File: src/rtl/bnn_conv_sequencer.sv
// Sequencer for a binary conv layer: steps through every (filter, row, col) output position,
// hands each one to a single-neuron datapath, and streams the returned bits out.
// Defining BNN_SEQ_ABORT_EN adds an abort input that drops the pass in progress.
module bnn_conv_sequencer #(
  parameter int IMG_IN_SIZE   = 28,
  parameter int KERNEL_SIZE   = 3,
  parameter int BNN_OUT_CHANL = 16,
  parameter int IMG_OUT_SIZE  = IMG_IN_SIZE - KERNEL_SIZE + 1,
  localparam int POS_W   = (IMG_OUT_SIZE > 1) ? $clog2(IMG_OUT_SIZE) : 1,
  localparam int OC_W    = (BNN_OUT_CHANL > 1) ? $clog2(BNN_OUT_CHANL) : 1,
  localparam int NUM_OUT = BNN_OUT_CHANL * IMG_OUT_SIZE * IMG_OUT_SIZE,
  localparam int IDX_W   = (NUM_OUT > 1) ? $clog2(NUM_OUT) : 1
) (
  input  logic             clk,
  input  logic             rst,
  input  logic             start,
`ifdef BNN_SEQ_ABORT_EN
  input  logic             abort,
`endif
  output logic             busy,
  output logic             done,
  output logic             req_valid,
  input  logic             req_ready,
  output logic [POS_W-1:0] req_row,
  output logic [POS_W-1:0] req_col,
  output logic [OC_W-1:0]  req_oc,
  input  logic             rsp_valid,
  input  logic             rsp_bit,
  output logic             out_valid,
  input  logic             out_ready,
  output logic             out_bit,
  output logic [IDX_W-1:0] out_index
);

  typedef enum logic [1:0] {IDLE, ISSUE, WAIT, EMIT} state_t;

  localparam logic [POS_W-1:0] POS_LAST = POS_W'(IMG_OUT_SIZE - 1);
  localparam logic [OC_W-1:0]  OC_LAST  = OC_W'(BNN_OUT_CHANL - 1);

  state_t           r_state;
  logic [POS_W-1:0] r_row;
  logic [POS_W-1:0] r_col;
  logic [OC_W-1:0]  r_oc;
  logic [IDX_W-1:0] r_idx;
  logic             r_out_bit;
  logic             r_done;

  state_t           w_state_nxt;
  logic             w_abort;
  logic             w_out_fire;
  logic             w_last;

`ifdef BNN_SEQ_ABORT_EN
  assign w_abort = abort && (r_state != IDLE);
`else
  assign w_abort = 1'b0;
`endif

  assign w_out_fire = (r_state == EMIT) && out_ready;
  assign w_last     = (r_oc == OC_LAST) && (r_row == POS_LAST) && (r_col == POS_LAST);

  always_comb begin
    w_state_nxt = r_state;
    case (r_state)
      IDLE:    if (start)     w_state_nxt = ISSUE;
      ISSUE:   if (req_ready) w_state_nxt = WAIT;
      WAIT:    if (rsp_valid) w_state_nxt = EMIT;
      EMIT:    if (out_ready) w_state_nxt = w_last ? IDLE : ISSUE;
      default:                w_state_nxt = IDLE;
    endcase
    if (w_abort) w_state_nxt = IDLE;
  end

  always_ff @(posedge clk) begin
    if (rst) begin
      r_state   <= IDLE;
      r_row     <= '0;
      r_col     <= '0;
      r_oc      <= '0;
      r_idx     <= '0;
      r_out_bit <= 1'b0;
      r_done    <= 1'b0;
    end else begin
      r_state <= w_state_nxt;
      r_done  <= w_out_fire && w_last && !w_abort;
      if (w_abort || ((r_state == IDLE) && start)) begin
        r_row <= '0;
        r_col <= '0;
        r_oc  <= '0;
        r_idx <= '0;
      end else if (w_out_fire) begin
        // col fastest, then row, then filter; everything wraps to 0 after the last element
        r_idx <= w_last ? '0 : r_idx + 1'b1;
        if (r_col == POS_LAST) begin
          r_col <= '0;
          if (r_row == POS_LAST) begin
            r_row <= '0;
            r_oc  <= (r_oc == OC_LAST) ? '0 : r_oc + 1'b1;
          end else begin
            r_row <= r_row + 1'b1;
          end
        end else begin
          r_col <= r_col + 1'b1;
        end
      end
      if ((r_state == WAIT) && rsp_valid && !w_abort) r_out_bit <= rsp_bit;
    end
  end

  assign busy      = (r_state != IDLE);
  assign done      = r_done;
  assign req_valid = (r_state == ISSUE);
  assign out_valid = (r_state == EMIT);
  assign req_row   = r_row;
  assign req_col   = r_col;
  assign req_oc    = r_oc;
  assign out_bit   = r_out_bit;
  assign out_index = r_idx;

endmodule

File: config.mk
export PLATFORM = sky130hd
export DESIGN_NAME = bnn_conv_sequencer
export DESIGN_NICKNAME = d
export VERILOG_FILES = /design/src/rtl/bnn_conv_sequencer.sv
export SDC_FILE = /design/constraint.sdc
export NUM_CORES = 1
export LEC_CHECK = 0
export BUFFER_PORTS_ARGS = -buffer_cell sky130_fd_sc_hd__buf_2
export CORE_MARGIN = 2
export CORE_UTILIZATION = 30
export DETAILED_ROUTE_END_ITERATION = 10
export PLACE_DENSITY_LB_ADDON = 0.1
export SYNTH_ARGS = -nofsm -noshare
export SYNTH_HDL_FRONTEND = slang
export SYNTH_SLANG_ARGS = --single-unit
File: constraint.sdc
create_clock -name clk -period 1.5 [get_ports clk]
set_input_delay 0.225 -clock clk [delete_from_list [all_inputs] [get_ports clk]]
set_output_delay 0.225 -clock clk [all_outputs]
set_load 0.05 [all_outputs]
==> key figures, run 1 <==
Clock tree
  • CTS Buffer Depth: 2
  • CTS tree: yes
  • Clock Pin Slew Worst Setup and Hold Paths: 0.07 ns
  • Clock insertion delay at the later pin of the skew report: around 0.28 ns
  • Cts hold-fix bufs: 0
  • Num CTS Buffers: 5
  • Htree depth: 2
  • Total clock sinks: 32
  • CTS root buffer: clkbuf_8

Yosys
  • Register area share after synthesis: between 30% and 40%
  • EDFF count, synth: 0
  • Post-synth top flop: dfxtp_1
  • Distinct cells, synth: 31
  • Syn Inst Count: roughly 170
  • Mapped cell area: 1600 µm²
  • Post-Synth XOR/XNOR Area: 12.6%
  • Simple-Gate Fraction of Synth Area: a little over a quarter
  • Mux cell area share after synthesis: slightly below 2%
  • #FFs+latches synth: 32
  • Syn_nets: 192
  • Syn. warnings: 0
  • Adder-cell share of the synthesized area: about 8.6%
  • Combinational family with the most area after synthesis: simple AND/OR/NAND/NOR gates
  • Fraction of registers with async set/reset: 0%
  • Avg Inst Size Synth: between 9 and 10 µm²
  • Synth Area in Compound Gates: between 5 and 6%

STA
  • Final hold vios: 0
  • WHS: approximately 0.17 ns
  • Worst-Margin Slew: 0.342 ns
  • Slew HR: 77.0%
  • Final worst-path cycle share: between 90% and 100%
  • Tmin final: roughly 1.5 ns
  • Max Fclk: between 600 and 700 MHz
  • Max Clock Skew: 0.00660 ns
  • Slew Viols, Final: 0
  • RSZ-0062 raised after global routing: true
  • Final Setup Violations: 0

Outcome
  • Status: finished clean

Floorplan
  • Site Rows: 26
  • Die W: approximately 77 µm
  • Die Area: between 5000 and 6000 µm²
  • I/O pin cnt: 40
  • Die height: between 70 and 80 µm
  • Initial Utilization: a little under a third
  • Core ar.: 5140 µm²

Setup path
  • Most used cell, CP: buf_4
  • Worst R2R Setup Slack: between 0.04 and 0.05 ns
  • Critical R2R Capture: r_state[1]
  • Critical Path Start: r_state[1]
  • Max stage delay on crit path: around 0.37 ns
  • CP required: around 1.7 ns
  • Startpoint Class: flip-flop
  • CP bufs+invs: 4
  • R2R Path Start: r_state[1]
  • Slowest library cell on the worst path: dfxtp_4
  • Nature of the critical path endpoint: flip-flop
  • Critical Path AT: between 1.5 and 2 ns
  • Worst-path cell chain: inv_4, ha_4, clkinvlp_4, o2111a_1, buf_4, buf_4, mux2i_1, nor2_1
  • Worst-path fanout max: 5
  • Critical path depth: 8
  • R2R cell count: 8
  • CP delay by family, top: buffers and inverters
  • Crit path capture: r_state[1]
  • CP Class: flip-flop to flip-flop

Final layout
  • Number of diodes: 0
  • Nets: 247
  • Area grow syn2layout: 36.9%
  • Share of layout cells above drive strength 1: a little under half

Placed design
  • IO Port Bufs: 39
  • GP Congestion: 0.792
  • Dpl hpwl: about 2700 µm

GRT
  • Number of global-route vias before repair: 1328
  • Largest net degree at the start of global routing: 15
  • First-pass GRT wire length: 6210 µm
  • Gr usage total: between 10% and 20%
  • Gr ovfl total: 0
  • Initial antenna violation count: 0

Min path
  • Hold Path Class: primary input to flip-flop

Routing
  • Drt wl/cell: between 10 and 15 µm
  • DR vias: 1389
  • Router iterations before antenna repair: 4
  • DRC: 0
  • Vias per cell: 4.63
  • Post-Route WL: 3620 µm
  • Routed Antenna Nets: 0
  • First DRT Iteration DRCs: 45

Power
  • Power per Cell Area: around 1100 nW/µm²
  • Worst vdd ir: 486 µV
  • Total power: roughly 0.0025 W
  • Leakage power: 0.891 nW

Run
  • Maxcap violations: 0
-- cells in the final DEF, fill, tap and decap left out, types with 2 or more instances in the layout --
cell type,n
xnor2_1,12
ha_1,7
dfxtp_2,11
mux2i_1,2
nor2_1,30
nand2_1,10
and2_4,2
ha_2,2
inv_4,2
and4b_2,2
buf_2,39
nor3_1,2
and2_1,2
dfxtp_4,6
nand4_1,9
nand3_1,7
clkbuf_8,5
nor4_2,3
xor2_1,11
nor3_2,3
nand3_2,3
a21oi_1,5
dfxtp_1,15
nand2b_1,3
inv_1,3
ha_4,2
and3_1,2
buf_4,11
-- cells in the mapped netlist, drive strengths merged (2+ instances only) --
cell type   n  area (µm²)
a21oi       6        30.0
nor3        5        25.0
ha         11         138
nor2       30         113
nand3      11        72.6
buf         4        41.3
inv         7        26.3
nand4      10        68.8
a211oi      2        20.0
and3        2        12.5
nand2      11        41.3
xor2       11        96.3
and4b       2        20.0
nand2b      4        32.5
nor4        4        25.0
xnor2      12         105
dfxtp      32         641
mux2i       2        20.0
and2        4        28.8
-- cell families after synthesis --
logic type / after synthesis
simple gates: 83
flops: 32
xor+xnor: 23
compound gates: 11
buf+inv: 11
fa+ha+maj: 11
mux: 3
-- registers in the layout, summed over array words and instances (netlist names) --
register	flops
req_oc	4
out_index	14
done	1
req_col	5
r_state	2
req_row	5
out_bit	1
-- where the power goes --
group          total (W)  switching, W  leakage (nW)  internal, W
clock           0.000808      0.000315        0.0552     0.000493
sequential      0.000947     0.0000570         0.268     0.000890
combinational   0.000741      0.000429         0.567     0.000312
total            0.00250      0.000801         0.891      0.00169
-- cell type report --
cell class	count	area [µm²]
flip-flops and latches	32	677
multi-input cells	131	978
fillers	545	2950
clock inverters	2	35.0
clock buffers	6	72.6
inverters	7	35.0
well taps	70	87.6
repair buffers	52	309
-- through the flow --
step	cell area [µm²]	util, %	setup TNS, ns	instances	worst slack (ns)
after floorplan	1670	-	-0.733	174	-0.0935
after global placement	2000	38.9	0	289	0.00945
after detailed placement	2000	38.9	-0.0151	289	-0.0151
after CTS	2110	41.1	0	297	0.0155
after global routing	2190	42.7	-0.0475	300	-0.0283
final	2190	42.7	0	300	0.0475
-- worst min path at each step --
stage          startpoint    endpoint  slack (ns)  cells after the start
3_3_place_gp      out_bit     out_bit        0.44                      2
4_1_cts               rst  r_state[0]        0.18                      2
2_1_floorplan         rst  r_state[0]        0.29                      1
6_report              rst  r_state[0]        0.17                      2
3_5_place_dp      out_bit     out_bit        0.46                      2
5_1_grt               rst  r_state[0]        0.18                      2
-- metal layers --
metal  routed length (µm)  up-vias  share of wire, %  track usage, %
met5                    0        -                 0               0
met4                   35        0              0.97            4.64
met3                  155        4               4.3            4.12
met2                 1830       25                51            21.6
met1                 1600      655                44            15.3
li1                     -      705                 -               -
-- timing repair --
item	in CTS	in global routing
pin swaps	1	5
buffers inserted	0	3
gates resized for setup	2	14
setup endpoints to repair	4	21
(Power assumes the default switching activity.)
==> run 2, diff against run 1 <==
- CORE_UTILIZATION: 30 -> 35
- GPL_TIMING_DRIVEN: not set -> 0
==> run 2 against run 1 <==
Compared with the run above: cell count down 4.0%; die area down 14%; critical endpoint is now req_oc[3]; count of clock-buffer cells in the layout unchanged; fmax decreased by 1.3%; clock power rose by 2.6%; sequential share of layout area down 0.95 points; highest routed layer unchanged; sequential cell count stayed put; design area is 3.2% higher; hold slack worse by 0.0030 ns; non-clock buffer count grew 6; global-route usage rose by 2.7 points; register-to-register slack worse by 0.02 ns.
==> key figures, run 2 (synthesized netlist as in run 1, its figures left out) <==
Floorplan
  • Die Area: 5140 µm² (was 5940 µm²)
  • Die height: 71.7 µm (was 77.1 µm)
  • I/O pin cnt: 40 (unchanged)
  • Site Rows: 24 (was 26)
  • Initial Utilization: 36.6% (was 31.2%)
  • Core ar.: 4380 µm² (was 5140 µm²)
  • Die W: 71.7 µm (was 77.1 µm)

GRT
  • Gr ovfl total: 0 (unchanged)
  • Largest net degree at the start of global routing: 11 (was 15)
  • Number of global-route vias before repair: 1432 (was 1328)
  • Initial antenna violation count: 0 (unchanged)
  • Gr usage total: 15.5% (was 12.8%)
  • First-pass GRT wire length: 6390 µm (was 6210 µm)

STA
  • Worst-Margin Slew: 0.356 ns (was 0.342 ns)
  • Max Clock Skew: 0.00782 ns (was 0.00660 ns)
  • Final hold vios: 0 (unchanged)
  • Setup_tns: 0 ns (unchanged)
  • RSZ-0062 raised after global routing: true (unchanged)
  • WHS: 0.167 ns (was 0.170 ns)
  • Final Setup Violations: 0 (unchanged)
  • Max Fclk: 680 MHz (was 688 MHz)
  • Slew HR: 76.2% (was 77.0%)
  • Tmin final: 1.47 ns (was 1.45 ns)
  • Worst setup margin: 0.0283 ns (was 0.0475 ns)
  • Final worst-path cycle share: 98.1% (was 96.8%)
  • Slew Viols, Final: 0 (unchanged)

Setup path
  • Slowest library cell on the worst path: dfxtp_4 (unchanged)
  • Critical Path AT: 1.64 ns (was 1.63 ns)
  • Critical Path Start: req_col[1] (was r_state[1])
  • CP Class: flip-flop to flip-flop (unchanged)
  • Worst-path fanout max: 6 (was 5)
  • Nature of the critical path endpoint: flip-flop (unchanged)
  • Worst-path cell chain: inv_2, ha_4, and4b_1, buf_6, buf_6, nand4_1, xor2_1, nor2_2 (was inv_4, ha_4, clkinvlp_4, o2111a_1, buf_4, buf_4, mux2i_1, nor2_1)
  • CP delay by family, top: simple AND/OR/NAND/NOR gates (was buffers and inverters)
  • CP required: 1.67 ns (was 1.68 ns)
  • Startpoint Class: flip-flop (unchanged)
  • Most used cell, CP: buf_6 (was buf_4)
  • R2R Path Start: req_col[1] (was r_state[1])
  • Max stage delay on crit path: 0.35 ns (was 0.37 ns)
  • CP bufs+invs: 3 (was 4)

Run
  • Maxcap violations: 0 (unchanged)

Min path
  • Hold Path Class: primary input to flip-flop (unchanged)
  • HP Start: rst (unchanged)

Final layout
  • Share of layout cells above drive strength 1: 48.3% (was 45.7%)
  • Final std cells w/o fill: 288 (was 300)
  • Largest register FFs: 14 (unchanged)
  • Final core utilization: 51.7% (was 42.7%)
  • Number of diodes: 0 (unchanged)
  • Nets: 253 (was 247)
  • Most frequent cells in the layout: buf_2 (38), nor2_1 (25), dfxtp_1 (15) (was buf_2 (39), nor2_1 (30), dfxtp_1 (15))
  • Area grow syn2layout: 41.3% (was 36.9%)
  • Commonest non-fill, non-tap cell in the layout: buf_2 (unchanged)

Power
  • Worst vdd ir: 470 µV (was 486 µV)
  • Power per Cell Area: 1160 nW/µm² (was 1140 nW/µm²)
  • Leakage power: 0.946 nW (was 0.891 nW)

Routing
  • First DRT Iteration DRCs: 46 (was 45)
  • Routed Antenna Nets: 0 (unchanged)
  • Post-Route WL: 3830 µm (was 3620 µm)
  • DR vias: 1411 (was 1389)
  • DRC: 0 (unchanged)
  • Drt wl/cell: 13.3 µm (was 12.1 µm)
  • Vias per cell: 4.90 (was 4.63)
  • Router iterations before antenna repair: 4 (unchanged)

Clock tree
  • CTS tree: yes (unchanged)
  • Clock Pin Slew Worst Setup and Hold Paths: 0.07 ns (about the same)
  • Total clock sinks: 32 (unchanged)
  • CTS Buffer Depth: 2 (unchanged)
  • CTS root buffer: clkbuf_8 (unchanged)
  • Htree depth: 2 (unchanged)
  • Clock insertion delay at the later pin of the skew report: 0.29 ns (was 0.28 ns)
  • Num CTS Buffers: 5 (unchanged)

Placed design
  • GP Congestion: 0.795 (was 0.792)
  • IO Port Bufs: 39 (unchanged)
  • Post-Place Worst Slack: -0.282 ns (was -0.0151 ns)
  • Dpl hpwl: 2670 µm (was 2750 µm)
  • Placed cell count: 265 (was 289)

Outcome
  • Status: finished clean (unchanged)
[run 2: power breakdown]
part	leakage (nW)	switching [W]	total, W	internal (W)
clock	0.0552	0.000336	0.000829	0.000493
combinational	0.623	0.000479	0.000856	0.000377
sequential	0.268	0.0000554	0.000945	0.000889
[run 2: area by class of cell]
| type | count | area, µm² |
|---|---|---|
| Multi-Input combinational cell | 131 | 1010 |
| Fill cell | 418 | 2120 |
| Timing Repair Buffer | 55 | 325 |
| Clock buffer | 6 | 72.6 |
| Sequential cell | 32 | 677 |
| Buffer | 3 | 37.5 |
| Inverter | 7 | 37.5 |
| Clock inverter | 2 | 35.0 |
| Tap cell | 52 | 65.1 |
[run 2: worst reg2reg max path: cells and delay by family, from the launching register on]
kind                       cells  cell delay [ns]
DFF                            1             0.35
buffers and inverters          3             0.29
adders and majority gates      1             0.11
and+or+nand+nor                3             0.38
xor gates and xnor gates       1             0.22
[run 2: metal layers]
layer / GRT usage [%] / wire (µm) / part of all wire (%) / vias to the layer above
li1: - / - / - / 710
met1: 18.1 / 1730 / 45 / 661
met2: 27.2 / 1890 / 49 / 34
met3: 3.09 / 157 / 4.1 / 6
met4: 7.13 / 47 / 1.2 / 0
met5: 0 / 0 / 0 / -
[run 2: worst paths after layout]
path / to / slack, ns / cells after the start
hold reg to reg: out_bit / 0.46 / 2
hold / removal: r_state[0] / 0.17 / 2
setup / recovery: req_oc[3] / 0.03 / 8
setup reg to reg: req_oc[3] / 0.03 / 8
[run 2: timing repair]
| action | in CTS | in global routing |
|---|---|---|
| cloned | 1 | 0 |
| pin swaps | 6 | 11 |
| endpoints found under the hold margin | 0 | 0 |
| endpoints found under the setup margin | 18 | 18 |
| hold buffers | 0 | 0 |
| setup buffers | 6 | 9 |
| gates resized for setup | 9 | 21 |
[run 2: stage by stage]
stage               power (W)  cell area, µm²
global placement      0.00160            1930
detailed placement    0.00162            1930
global route          0.00276            2260
floorplan             0.00149            1670
CTS                   0.00253            2120
finish                0.00263            2260
==> run 3, diff against run 2 <==
--- a/config.mk
+++ b/config.mk
@@ -11,3 +11,3 @@
 export DETAILED_ROUTE_END_ITERATION = 10
-export GPL_TIMING_DRIVEN = 0
+export GPL_TIMING_DRIVEN = 1
 export PLACE_DENSITY_LB_ADDON = 0.1
==> constraint.sdc (replaced) <==
create_clock -name clk -period 1.5 [get_ports clk]
set_input_delay 0.3 -clock clk [delete_from_list [all_inputs] [get_ports clk]]
set_output_delay 0.3 -clock clk [all_outputs]
set_load 0.05 [all_outputs]
==> run 3 against run 2 <==
Compared with the run above: fmax grew 1.1%; global-route usage fell by 1.4 points; first-iteration DRC count is 48% higher; total power decreased by 9.8%; largest cell class unchanged; cell count fell by 3.5%; non-clock buffer count is 10 lower.
==> key figures, run 3 (synthesized netlist as in run 1, its figures left out) <==
Min path
  • Hold Crit Depth: 2 (unchanged)
  • HP Start: rst (unchanged)
  • Hold path endpoint: r_state[0] (unchanged)
  • Hold Path Class: primary input to flip-flop (unchanged)

Placed design
  • Cell Area, Placed: 1970 µm² (was 1930 µm²)
  • Dpl hpwl: 2570 µm (was 2670 µm)
  • IO Port Bufs: 39 (unchanged)
  • GP Congestion: 0.771 (was 0.795)

Routing
  • Routed Antenna Nets: 0 (unchanged)
  • Drt wl/cell: 12.3 µm (was 13.3 µm)
  • DR vias: 1370 (was 1411)
  • Router iterations before antenna repair: 4 (unchanged)
  • DRC: 0 (unchanged)
  • First DRT Iteration DRCs: 68 (was 46)
  • Post-Route WL: 3430 µm (was 3830 µm)
  • Vias per cell: 4.93 (was 4.90)

Clock tree
  • Clock insertion delay at the later pin of the skew report: 0.28 ns (was 0.29 ns)
  • Cts hold-fix bufs: 0 (unchanged)
  • CTS Buffer Depth: 2 (unchanged)
  • Num CTS Buffers: 5 (unchanged)
  • Clock Pin Slew Worst Setup and Hold Paths: 0.07 ns (about the same)
  • Total clock sinks: 32 (unchanged)
  • CTS tree: yes (unchanged)
  • Htree depth: 2 (unchanged)
  • CTS root buffer: clkbuf_8 (unchanged)

Final layout
  • Most frequent cells in the layout: buf_2 (38), nor2_1 (30), dfxtp_1 (15) (was buf_2 (38), nor2_1 (25), dfxtp_1 (15))
  • Final core utilization: 48.0% (was 51.7%)
  • Share of layout cells above drive strength 1: 42.0% (was 48.3%)
  • Commonest non-fill, non-tap cell in the layout: buf_2 (unchanged)
  • Design area: 2100 µm² (was 2260 µm²)
  • Nets: 243 (was 253)
  • FF+latch area: 677 µm² (unchanged)
  • Fillcell total: 441 (was 418)
  • Area grow syn2layout: 31.2% (was 41.3%)
  • Largest register FFs: 14 (unchanged)
  • Number of diodes: 0 (unchanged)
  • Area occupied by multi-input gates: 955 µm² (was 1010 µm²)

Setup path
  • Worst-path fanout max: 5 (was 6)
  • R2R Path Start: r_state[1] (was req_col[1])
  • Critical R2R Capture: out_index[12] (was req_oc[3])
  • CP Class: flip-flop to output port (was flip-flop to flip-flop)
  • Nature of the critical path endpoint: output port (was flip-flop)
  • Critical Path AT: 1.16 ns (was 1.64 ns)
  • Slowest library cell on the worst path: dfxtp_4 (unchanged)
  • Worst R2R Setup Slack: 0.06 ns (was 0.03 ns)
  • CP required: 1.20 ns (was 1.67 ns)
  • Startpoint Class: flip-flop (unchanged)
  • R2R cell count: 5 (was 8)
  • Worst-path cell chain: inv_4, ha_2, buf_2 (was inv_2, ha_4, and4b_1, buf_6, buf_6, nand4_1, xor2_1, nor2_2)
  • Max stage delay on crit path: 0.37 ns (was 0.35 ns)

Floorplan
  • Initial Utilization: 36.6% (unchanged)
  • Core ar.: 4380 µm² (unchanged)
  • Die Area: 5140 µm² (unchanged)
  • Die W: 71.7 µm (unchanged)
  • Die height: 71.7 µm (unchanged)
  • I/O pin cnt: 40 (unchanged)
  • Site Rows: 24 (unchanged)

Run
  • Maxcap violations: 0 (unchanged)

Power
  • Power per Cell Area: 1130 nW/µm² (was 1160 nW/µm²)
  • Total power: 0.00237 W (was 0.00263 W)
  • Worst vdd ir: 448 µV (was 470 µV)
  • Leakage power: 0.864 nW (was 0.946 nW)

GRT
  • Gr ovfl total: 0 (unchanged)
  • Gr usage total: 14.1% (was 15.5%)
  • First-pass GRT wire length: 5720 µm (was 6390 µm)
  • Number of global-route vias before repair: 1283 (was 1432)
  • Largest net degree at the start of global routing: 13 (was 11)
  • Initial antenna violation count: 0 (unchanged)

STA
  • Worst-Margin Slew: 0.319 ns (was 0.356 ns)
  • Max Fclk: 687 MHz (was 680 MHz)
  • Max Clock Skew: 0.00443 ns (was 0.00782 ns)
  • RSZ-0062 raised after global routing: true (unchanged)
  • Final Setup Violations: 0 (unchanged)
  • Setup_tns: 0 ns (unchanged)
  • Tmin final: 1.46 ns (was 1.47 ns)
  • Slew HR: 78.5% (was 76.2%)
  • Final hold vios: 0 (unchanged)
  • Slew Viols, Final: 0 (unchanged)
  • Final worst-path cycle share: 97.0% (was 98.1%)

Outcome
  • Status: finished clean (unchanged)
-- run 3: worst max-delay path by stage --
stage / from / endpoint / cells after the start / slack [ns]
floorplan: r_state[1] / r_state[0] / 6 / -0.09
global placement: r_state[0] / r_state[0] / 6 / 0.01
detailed placement: r_state[0] / r_state[0] / 6 / 0.004
CTS: r_state[0] / r_state[0] / 6 / 0.02
global route: r_state[1] / out_index[12] / 5 / -0.05
finish: r_state[1] / req_valid / 3 / 0.04
-- run 3: where the power goes --
group | internal (W) | switching, W
registers | 0.000890 | 0.0000582
clock network | 0.000374 | 0.000310
logic | 0.000314 | 0.000426
total | 0.00158 | 0.000794
-- run 3: worst max-delay path: cells and delay by family, from the launching register on --
family,cells,cell delay (ns)
buffers and inverters,2,0.33
adders and majority gates,1,0.17
DFF,1,0.37
-- run 3: layout make-up --
| class | instances | share of cell area, % |
|---|---|---|
| clock buffers | 8 | 4.28 |
| inverters | 7 | 1.67 |
| multi-input cells | 131 | 45.4 |
| flip-flops and latches | 32 | 32.2 |
| well taps | 52 | 3.09 |
| repair buffers | 48 | 13.4 |
-- run 3: per-stage QoR --
stage	instances	hold WS, ns	setup WS (ns)
floorplan	174	0.362	-0.0935
finish	278	0.236	0.0446
global placement	270	0.441	0.0146
detailed placement	270	0.446	0.00366
global route	278	0.250	-0.0477
CTS	278	0.239	0.0177
-- run 3: metal layers --
metal / share of wire (%) / track usage (%) / wire, µm
met3: 5.7 / 4.36 / 196
met2: 47 / 24.0 / 1600
met1: 45 / 16.3 / 1550
met4: 2.4 / 6.29 / 82
met5: 0 / 0 / 0
-- run 3: timing repair --
item	in CTS	in global routing
pin swaps	0	3
gates resized for setup	2	9
buffers inserted	0	0
gates cloned	0	0
setup endpoints to repair	2	14
